--- src/rtl/mem_bus_arbiter_if.sv ---
// Bus bundle between the two CPU requesters, the arbiter and the shared RAM.
//   slave  : arbiter view. Requests and RAM read data come in; acks, read data
//            and the registered RAM strobes go out.
//   master : environment view. Both requesters plus the RAM itself drive the
//            arbiter inputs and observe its outputs.
// Signals:
//   req0/req1      access request, held until the matching ack
//   addr0/addr1    byte address, stable while the request is high
//   wmask0/wmask1  byte write enables, all zero means read
//   wdata0/wdata1  write data, stable while the request is high
//   ack0/ack1      one-cycle completion pulse
//   rdata          read data, valid in the ack cycle
//   mem_en         one-cycle RAM access strobe
//   mem_addr       RAM address
//   mem_wmask      RAM byte write enables
//   mem_wdata      RAM write data
//   mem_rdata      RAM read data
interface mem_bus_arbiter_if #(
    parameter int unsigned ADDR_WIDTH = 32,
    parameter int unsigned DATA_WIDTH = 32
);
    localparam int unsigned MASK_WIDTH = DATA_WIDTH / 8;

    logic                  req0;
    logic                  req1;
    logic [ADDR_WIDTH-1:0] addr0;
    logic [ADDR_WIDTH-1:0] addr1;
    logic [MASK_WIDTH-1:0] wmask0;
    logic [MASK_WIDTH-1:0] wmask1;
    logic [DATA_WIDTH-1:0] wdata0;
    logic [DATA_WIDTH-1:0] wdata1;
    logic                  ack0;
    logic                  ack1;
    logic [DATA_WIDTH-1:0] rdata;
    logic                  mem_en;
    logic [ADDR_WIDTH-1:0] mem_addr;
    logic [MASK_WIDTH-1:0] mem_wmask;
    logic [DATA_WIDTH-1:0] mem_wdata;
    logic [DATA_WIDTH-1:0] mem_rdata;

    modport slave (
        input  req0, req1, addr0, addr1, wmask0, wmask1, wdata0, wdata1,
        input  mem_rdata,
        output ack0, ack1, rdata,
        output mem_en, mem_addr, mem_wmask, mem_wdata
    );

    modport master (
        output req0, req1, addr0, addr1, wmask0, wmask1, wdata0, wdata1,
        output mem_rdata,
        input  ack0, ack1, rdata,
        input  mem_en, mem_addr, mem_wmask, mem_wdata
    );
endinterface

--- src/rtl/mem_bus_arbiter.sv ---
// Shares one synchronous single-port RAM between CPU instruction fetch (port 0)
// and CPU load/store (port 1). Round-robin arbitration; each access runs
// IDLE -> ISSUE -> WAIT -> DONE: latch request into the RAM strobes, pulse
// mem_en, wait MEM_LATENCY cycles, capture read data and pulse the ack.
// Ports:
//   clk   system clock, rising edge
//   rst   synchronous, active-high reset
//   bus   mem_bus_arbiter_if slave modport (requests, acks, RAM side)
// Every output comes straight from a flop.
module mem_bus_arbiter #(
    parameter int unsigned ADDR_WIDTH  = 32,
    parameter int unsigned DATA_WIDTH  = 32,
    parameter int unsigned MEM_LATENCY = 1
) (
    input logic              clk,
    input logic              rst,
    mem_bus_arbiter_if.slave bus
);
    localparam int unsigned MASK_WIDTH = DATA_WIDTH / 8;
    localparam int unsigned CNT_WIDTH  = $clog2(MEM_LATENCY) + 1;
    localparam logic [CNT_WIDTH-1:0] CNT_INIT = CNT_WIDTH'(MEM_LATENCY - 1);

    localparam logic [1:0] ST_IDLE  = 2'd0;
    localparam logic [1:0] ST_ISSUE = 2'd1;
    localparam logic [1:0] ST_WAIT  = 2'd2;
    localparam logic [1:0] ST_DONE  = 2'd3;

    logic [1:0]            state_q,     state_d;
    logic                  last_q,      last_d;
    logic                  gnt_q,       gnt_d;
    logic [CNT_WIDTH-1:0]  cnt_q,       cnt_d;
    logic                  ack0_q,      ack0_d;
    logic                  ack1_q,      ack1_d;
    logic [DATA_WIDTH-1:0] rdata_q,     rdata_d;
    logic                  mem_en_q,    mem_en_d;
    logic [ADDR_WIDTH-1:0] mem_addr_q,  mem_addr_d;
    logic [MASK_WIDTH-1:0] mem_wmask_q, mem_wmask_d;
    logic [DATA_WIDTH-1:0] mem_wdata_q, mem_wdata_d;

    logic                  winner;

    // Lone requester wins outright; on a tie the port not served last wins.
    always_comb begin
        if (bus.req0 && bus.req1) begin
            winner = ~last_q;
        end else begin
            winner = bus.req1;
        end
    end

    always_comb begin
        state_d     = state_q;
        last_d      = last_q;
        gnt_d       = gnt_q;
        cnt_d       = cnt_q;
        rdata_d     = rdata_q;
        mem_addr_d  = mem_addr_q;
        mem_wmask_d = mem_wmask_q;
        mem_wdata_d = mem_wdata_q;
        // Strobes default low so each is a single-cycle pulse.
        ack0_d      = 1'b0;
        ack1_d      = 1'b0;
        mem_en_d    = 1'b0;

        case (state_q)
            ST_IDLE: begin
                if (bus.req0 || bus.req1) begin
                    gnt_d       = winner;
                    last_d      = winner;
                    cnt_d       = CNT_INIT;
                    mem_en_d    = 1'b1;
                    mem_addr_d  = winner ? bus.addr1  : bus.addr0;
                    mem_wmask_d = winner ? bus.wmask1 : bus.wmask0;
                    mem_wdata_d = winner ? bus.wdata1 : bus.wdata0;
                    state_d     = ST_ISSUE;
                end
            end
            ST_ISSUE: begin
                state_d = ST_WAIT;
            end
            ST_WAIT: begin
                if (cnt_q == '0) begin
                    rdata_d = bus.mem_rdata;
                    ack0_d  = ~gnt_q;
                    ack1_d  = gnt_q;
                    state_d = ST_DONE;
                end else begin
                    cnt_d = cnt_q - CNT_WIDTH'(1);
                end
            end
            ST_DONE: begin
                mem_wmask_d = '0;
                state_d     = ST_IDLE;
            end
            default: begin
                state_d = ST_IDLE;
            end
        endcase
    end

    always_ff @(posedge clk) begin
        if (rst) begin
            state_q     <= ST_IDLE;
            last_q      <= 1'b1;
            gnt_q       <= 1'b0;
            cnt_q       <= '0;
            ack0_q      <= 1'b0;
            ack1_q      <= 1'b0;
            rdata_q     <= '0;
            mem_en_q    <= 1'b0;
            mem_addr_q  <= '0;
            mem_wmask_q <= '0;
            mem_wdata_q <= '0;
        end else begin
            state_q     <= state_d;
            last_q      <= last_d;
            gnt_q       <= gnt_d;
            cnt_q       <= cnt_d;
            ack0_q      <= ack0_d;
            ack1_q      <= ack1_d;
            rdata_q     <= rdata_d;
            mem_en_q    <= mem_en_d;
            mem_addr_q  <= mem_addr_d;
            mem_wmask_q <= mem_wmask_d;
            mem_wdata_q <= mem_wdata_d;
        end
    end

    assign bus.ack0      = ack0_q;
    assign bus.ack1      = ack1_q;
    assign bus.rdata     = rdata_q;
    assign bus.mem_en    = mem_en_q;
    assign bus.mem_addr  = mem_addr_q;
    assign bus.mem_wmask = mem_wmask_q;
    assign bus.mem_wdata = mem_wdata_q;
endmodule

--- src/flat_wrapper.sv ---
// flat-port wrapper written by rule: the top's interface ports become plain ports
module mem_bus_arbiter_flat 
#(
    parameter int unsigned ADDR_WIDTH  = 32,
    parameter int unsigned DATA_WIDTH  = 32,
    parameter int unsigned MEM_LATENCY = 1
)
  (clk, rst, bus_req0, bus_req1, bus_addr0, bus_addr1, bus_wmask0, bus_wmask1, bus_wdata0, bus_wdata1, bus_mem_rdata, bus_ack0, bus_ack1, bus_rdata, bus_mem_en, bus_mem_addr, bus_mem_wmask, bus_mem_wdata);
  mem_bus_arbiter_if #(.ADDR_WIDTH(ADDR_WIDTH), .DATA_WIDTH(DATA_WIDTH)) bus_i ();
  input logic clk;
  input logic rst;
  input wire logic [$bits(bus_i.req0)-1:0] bus_req0;
  input wire logic [$bits(bus_i.req1)-1:0] bus_req1;
  input wire logic [$bits(bus_i.addr0)-1:0] bus_addr0;
  input wire logic [$bits(bus_i.addr1)-1:0] bus_addr1;
  input wire logic [$bits(bus_i.wmask0)-1:0] bus_wmask0;
  input wire logic [$bits(bus_i.wmask1)-1:0] bus_wmask1;
  input wire logic [$bits(bus_i.wdata0)-1:0] bus_wdata0;
  input wire logic [$bits(bus_i.wdata1)-1:0] bus_wdata1;
  input wire logic [$bits(bus_i.mem_rdata)-1:0] bus_mem_rdata;
  output wire logic [$bits(bus_i.ack0)-1:0] bus_ack0;
  output wire logic [$bits(bus_i.ack1)-1:0] bus_ack1;
  output wire logic [$bits(bus_i.rdata)-1:0] bus_rdata;
  output wire logic [$bits(bus_i.mem_en)-1:0] bus_mem_en;
  output wire logic [$bits(bus_i.mem_addr)-1:0] bus_mem_addr;
  output wire logic [$bits(bus_i.mem_wmask)-1:0] bus_mem_wmask;
  output wire logic [$bits(bus_i.mem_wdata)-1:0] bus_mem_wdata;
  assign bus_i.req0 = bus_req0;
  assign bus_i.req1 = bus_req1;
  assign bus_i.addr0 = bus_addr0;
  assign bus_i.addr1 = bus_addr1;
  assign bus_i.wmask0 = bus_wmask0;
  assign bus_i.wmask1 = bus_wmask1;
  assign bus_i.wdata0 = bus_wdata0;
  assign bus_i.wdata1 = bus_wdata1;
  assign bus_i.mem_rdata = bus_mem_rdata;
  assign bus_ack0 = bus_i.ack0;
  assign bus_ack1 = bus_i.ack1;
  assign bus_rdata = bus_i.rdata;
  assign bus_mem_en = bus_i.mem_en;
  assign bus_mem_addr = bus_i.mem_addr;
  assign bus_mem_wmask = bus_i.mem_wmask;
  assign bus_mem_wdata = bus_i.mem_wdata;
  mem_bus_arbiter #(.ADDR_WIDTH(ADDR_WIDTH), .DATA_WIDTH(DATA_WIDTH), .MEM_LATENCY(MEM_LATENCY)) u_core (.clk(clk), .rst(rst), .bus(bus_i));
endmodule
--- config.mk ---
export PLATFORM = sky130hd
export DESIGN_NAME = mem_bus_arbiter_flat
export DESIGN_NICKNAME = d
export VERILOG_FILES = /design/src/rtl/mem_bus_arbiter_if.sv /design/src/rtl/mem_bus_arbiter.sv /design/src/flat_wrapper.sv
export SDC_FILE = /design/constraint.sdc
export NUM_CORES = 1
export LEC_CHECK = 0
export ABC_AREA = 1
export CORE_UTILIZATION = 38
export DETAILED_ROUTE_END_ITERATION = 6
export PLACE_DENSITY = 0.82
export RECOVER_POWER = 100
export SLEW_MARGIN = 15
export SYNTH_ARGS = -nofsm -noshare
export SYNTH_HDL_FRONTEND = slang
export SYNTH_SLANG_ARGS = --single-unit
export TNS_END_PERCENT = 50
--- constraint.sdc ---
create_clock -name clk -period 2.05 [get_ports clk]
set_clock_uncertainty 0.15 [all_clocks]
set_input_delay 0.615 -clock clk [delete_from_list [all_inputs] [get_ports clk]]
set_output_delay 0.615 -clock clk [all_outputs]
set_load 0.01 [all_outputs]
==> impl_results.md <==
* Sw Pwr at 3.27 mW
* RSZ-0062 raised after global routing: false
* Largest net degree at the start of global routing at 57
* Pre-CTS setup slack at -140 ps
* Power per cell area at 1180 nW/um2
* Rows at 40
* Tmin final at 2010 ps
* Internal power at 6.28 mW
* Power Total at 9.55 mW
* Detailed-route vias per instance at 4.58
* Peak VDD IR at 0.643 mV
* Hold Slack at 303 ps
* Slew Viols, Final at 0
* Detail Placement HPWL at 11.0 mm
* Max Cap Viol at 0
* IO Pins at 275
* CP endpoint kind: output pin
* Crit path DAT at 1250 ps
* Post-CTS setup buffer count at 0
* TritonCTS Sinks at 107
* Final setup TNS at 0 ps
* Worst-Skew Late Latency at 330 ps
* Post-DP Area at 7840 um2
* Sequential power share at 33.2%
* Comb power frac at 46.2%
* Area grow syn2layout at 69.1%
* DRC Markers at 0
* Final hold violation count at 0
* Number of detailed-route iterations in the first pass at 4
* Non-filler cells in the finished layout at 1127
* Final Util at 66.5%
* Fin worst setup slack at 37.9 ps
* Sequential Area at 2140 um2
* Crit-path max FO at 2
* Critical path class: reg -> out
* Buf/Inv on CP at 1
* CP top delay family: buffers and inverters
* Measured slew at the worst slew-check pin at 662 ps
* Slew margin rel. at 55.8%
* Filler instances at 1080
* Leak at 3.77 nW
* Grt ovf at 0
* Switching Fraction at 34.3%
* Synthesized flop and latch total at 107
* Multi-input combinational cell area at 2140 um2
* Register area share after synthesis at 44.8%
* Area of the core at 12200 um2
* GPL Wtd Cong at 0.782
* Layout cell share with drive strength beyond 1 at 4.59%
* Crit-path slowest cell: clkdlybuf4s50_1
* Mapped Cells at 688
* Via count at 5158
* Synth Warn # at 0
* GRT Total Usage at 22.2%
* Cells after DPL at 1111
* CTS buffer count at 9
* Remaining antenna violation count after routing at 0
* Unique cell type count in the Yosys netlist at 18
* PortBufs at 274
* Critical path startpoint category: register
* Crit-path max cell delay at 550 ps
* Worst hold path type: reg -> reg
* Wirelength per Cell at 13.0 um
* Status: completed
* Vias in the first global route at 4859
* Clock slew at reported path FFs at 70 ps
* Die Ht at 114 um
* Cell breakdown of the critical path: clkdlybuf4s50_1
* Clk buf depth at 2
* Data required time of the worst path at 1280 ps
* Post-Layout Inst Area at 8090 um2
* Antenna violations before repair at 0
* H-tree levels at 3
* DRT iter0 DRCs at 226
* Number of diodes at 0
* Chip width at 114 um
* CTS tree: yes
* Initial core utilization at 39.3%
* Tcrit/Tclk final at 98.2%
* Endpoints failing setup at 0
* Average cell area after synthesis at 6.95 um2
* Synth Cell Area at 4780 um2
* Fin nets at 1129
* Mapped Nets at 863
* First-pass GRT wire length at 23.1 mm
* Post-Route WL at 14.6 mm
* CTS Root Cell: clkbuf_16
* DIE AREA at 13000 um2
* Clock power share at 20.7%
* Max frequency at 0.497 GHz
[registers in the layout (all words and copies together) (netlist names)]
signal,cells
u_core.bus.ack1,1
u_core.gnt_q,1
u_core.bus.mem_en,1
u_core.bus.mem_wmask,4
u_core.state_q,2
u_core.bus.mem_wdata,32
u_core.bus.ack0,1
u_core.bus.mem_addr,32
u_core.bus.rdata,32
u_core.last_q,1
[power by group through the flow]
stage                     clock network [mW]  logic, mW  registers, mW
after floorplan                            0       1.88           3.51
after global placement                     0       4.54           3.18
after detailed placement                   0       4.59           3.21
after CTS                               2.03       4.59           3.17
after global routing                    2.10       4.87           3.26
final                                   1.97       4.41           3.17
[timing repair]
item,in CTS,in global routing
hold buffers,0,0
resized for setup,4,9
endpoints found under the setup margin,4,9
[routing by layer]
layer  wire (um)  vias up  track usage [%]
met5           0        -                0
met4         389        0             7.97
met3        1090       27             6.93
met2        7150      192             40.5
met1        5990     2261             24.1
li1            -     2678                -
[cell usage after synthesis]
library cell	count	area (um2)
nand2_1	205	769
o21ai_1	1	5.00
a21oi_1	16	80.1
o21ai_0	41	205
nor2_2	2	12.5
clkbuf_1	20	75.1
o21a_1	54	405
o221ai_1	1	8.76
buf_4	9	67.6
nand3b_1	4	30.0
nor2_1	67	251
inv_1	74	278
nand3_1	64	320
buf_2	16	80.1
nor3_1	1	5.00
dfxtp_1	107	2140
ha_1	3	37.5
inv_2	3	11.3
[logic make-up (layout without fill, tap and decap cells)]
logic type	Yosys count	count (layout)	share of synthesized area [%]
simple gates	343	343	29.0
buf+inv	122	393	10.7
compound gates	113	113	14.7
flops	107	107	44.8
fa+ha+maj	3	3	0.785
[final timing paths]
path / startpoint / endpoint / slack (ps) / cells after the start
worst max register to register: u_core.state_q[0]$_SDFFE_PP0P_ / u_core.bus.mem_wdata[20]$_SDFFE_PP0P_ / 250 / 9
worst min-delay path: u_core.gnt_q$_SDFFE_PP0P_ / u_core.bus.ack0$_SDFF_PP0_ / 300 / 1
worst max-delay path: u_core.bus.rdata[10]$_SDFFE_PP0N_ / bus_rdata[10] / 40 / 1
worst min register to register: u_core.gnt_q$_SDFFE_PP0P_ / u_core.bus.ack0$_SDFF_PP0_ / 300 / 1
[placed cells by master, fill, tap and decap left out, drive strengths merged]
master and count:
inv 79, ha 3, nand3 64, clkdlybuf4s25 1, nand2 205, buf 18
a21oi 16, nand3b 4, o21ai 42, clkdlybuf4s50 261, bufinv 3, clkbuf 25
clkinv 2, dfxtp 107, nor2 69, dlygate4sd2 4, nor3 1, o221ai 1
o21a 54
[layout make-up]
class / count / area share (%)
sequential: 107 / 26.5
timing repair buffer: 300 / 36.7
tap: 168 / 2.60
clock inverter: 7 / 1.50
inverter: 77 / 3.57
clock buffer: 9 / 2.78
multi-input combinational: 459 / 26.4
Power figures use the tool's default switching activity.
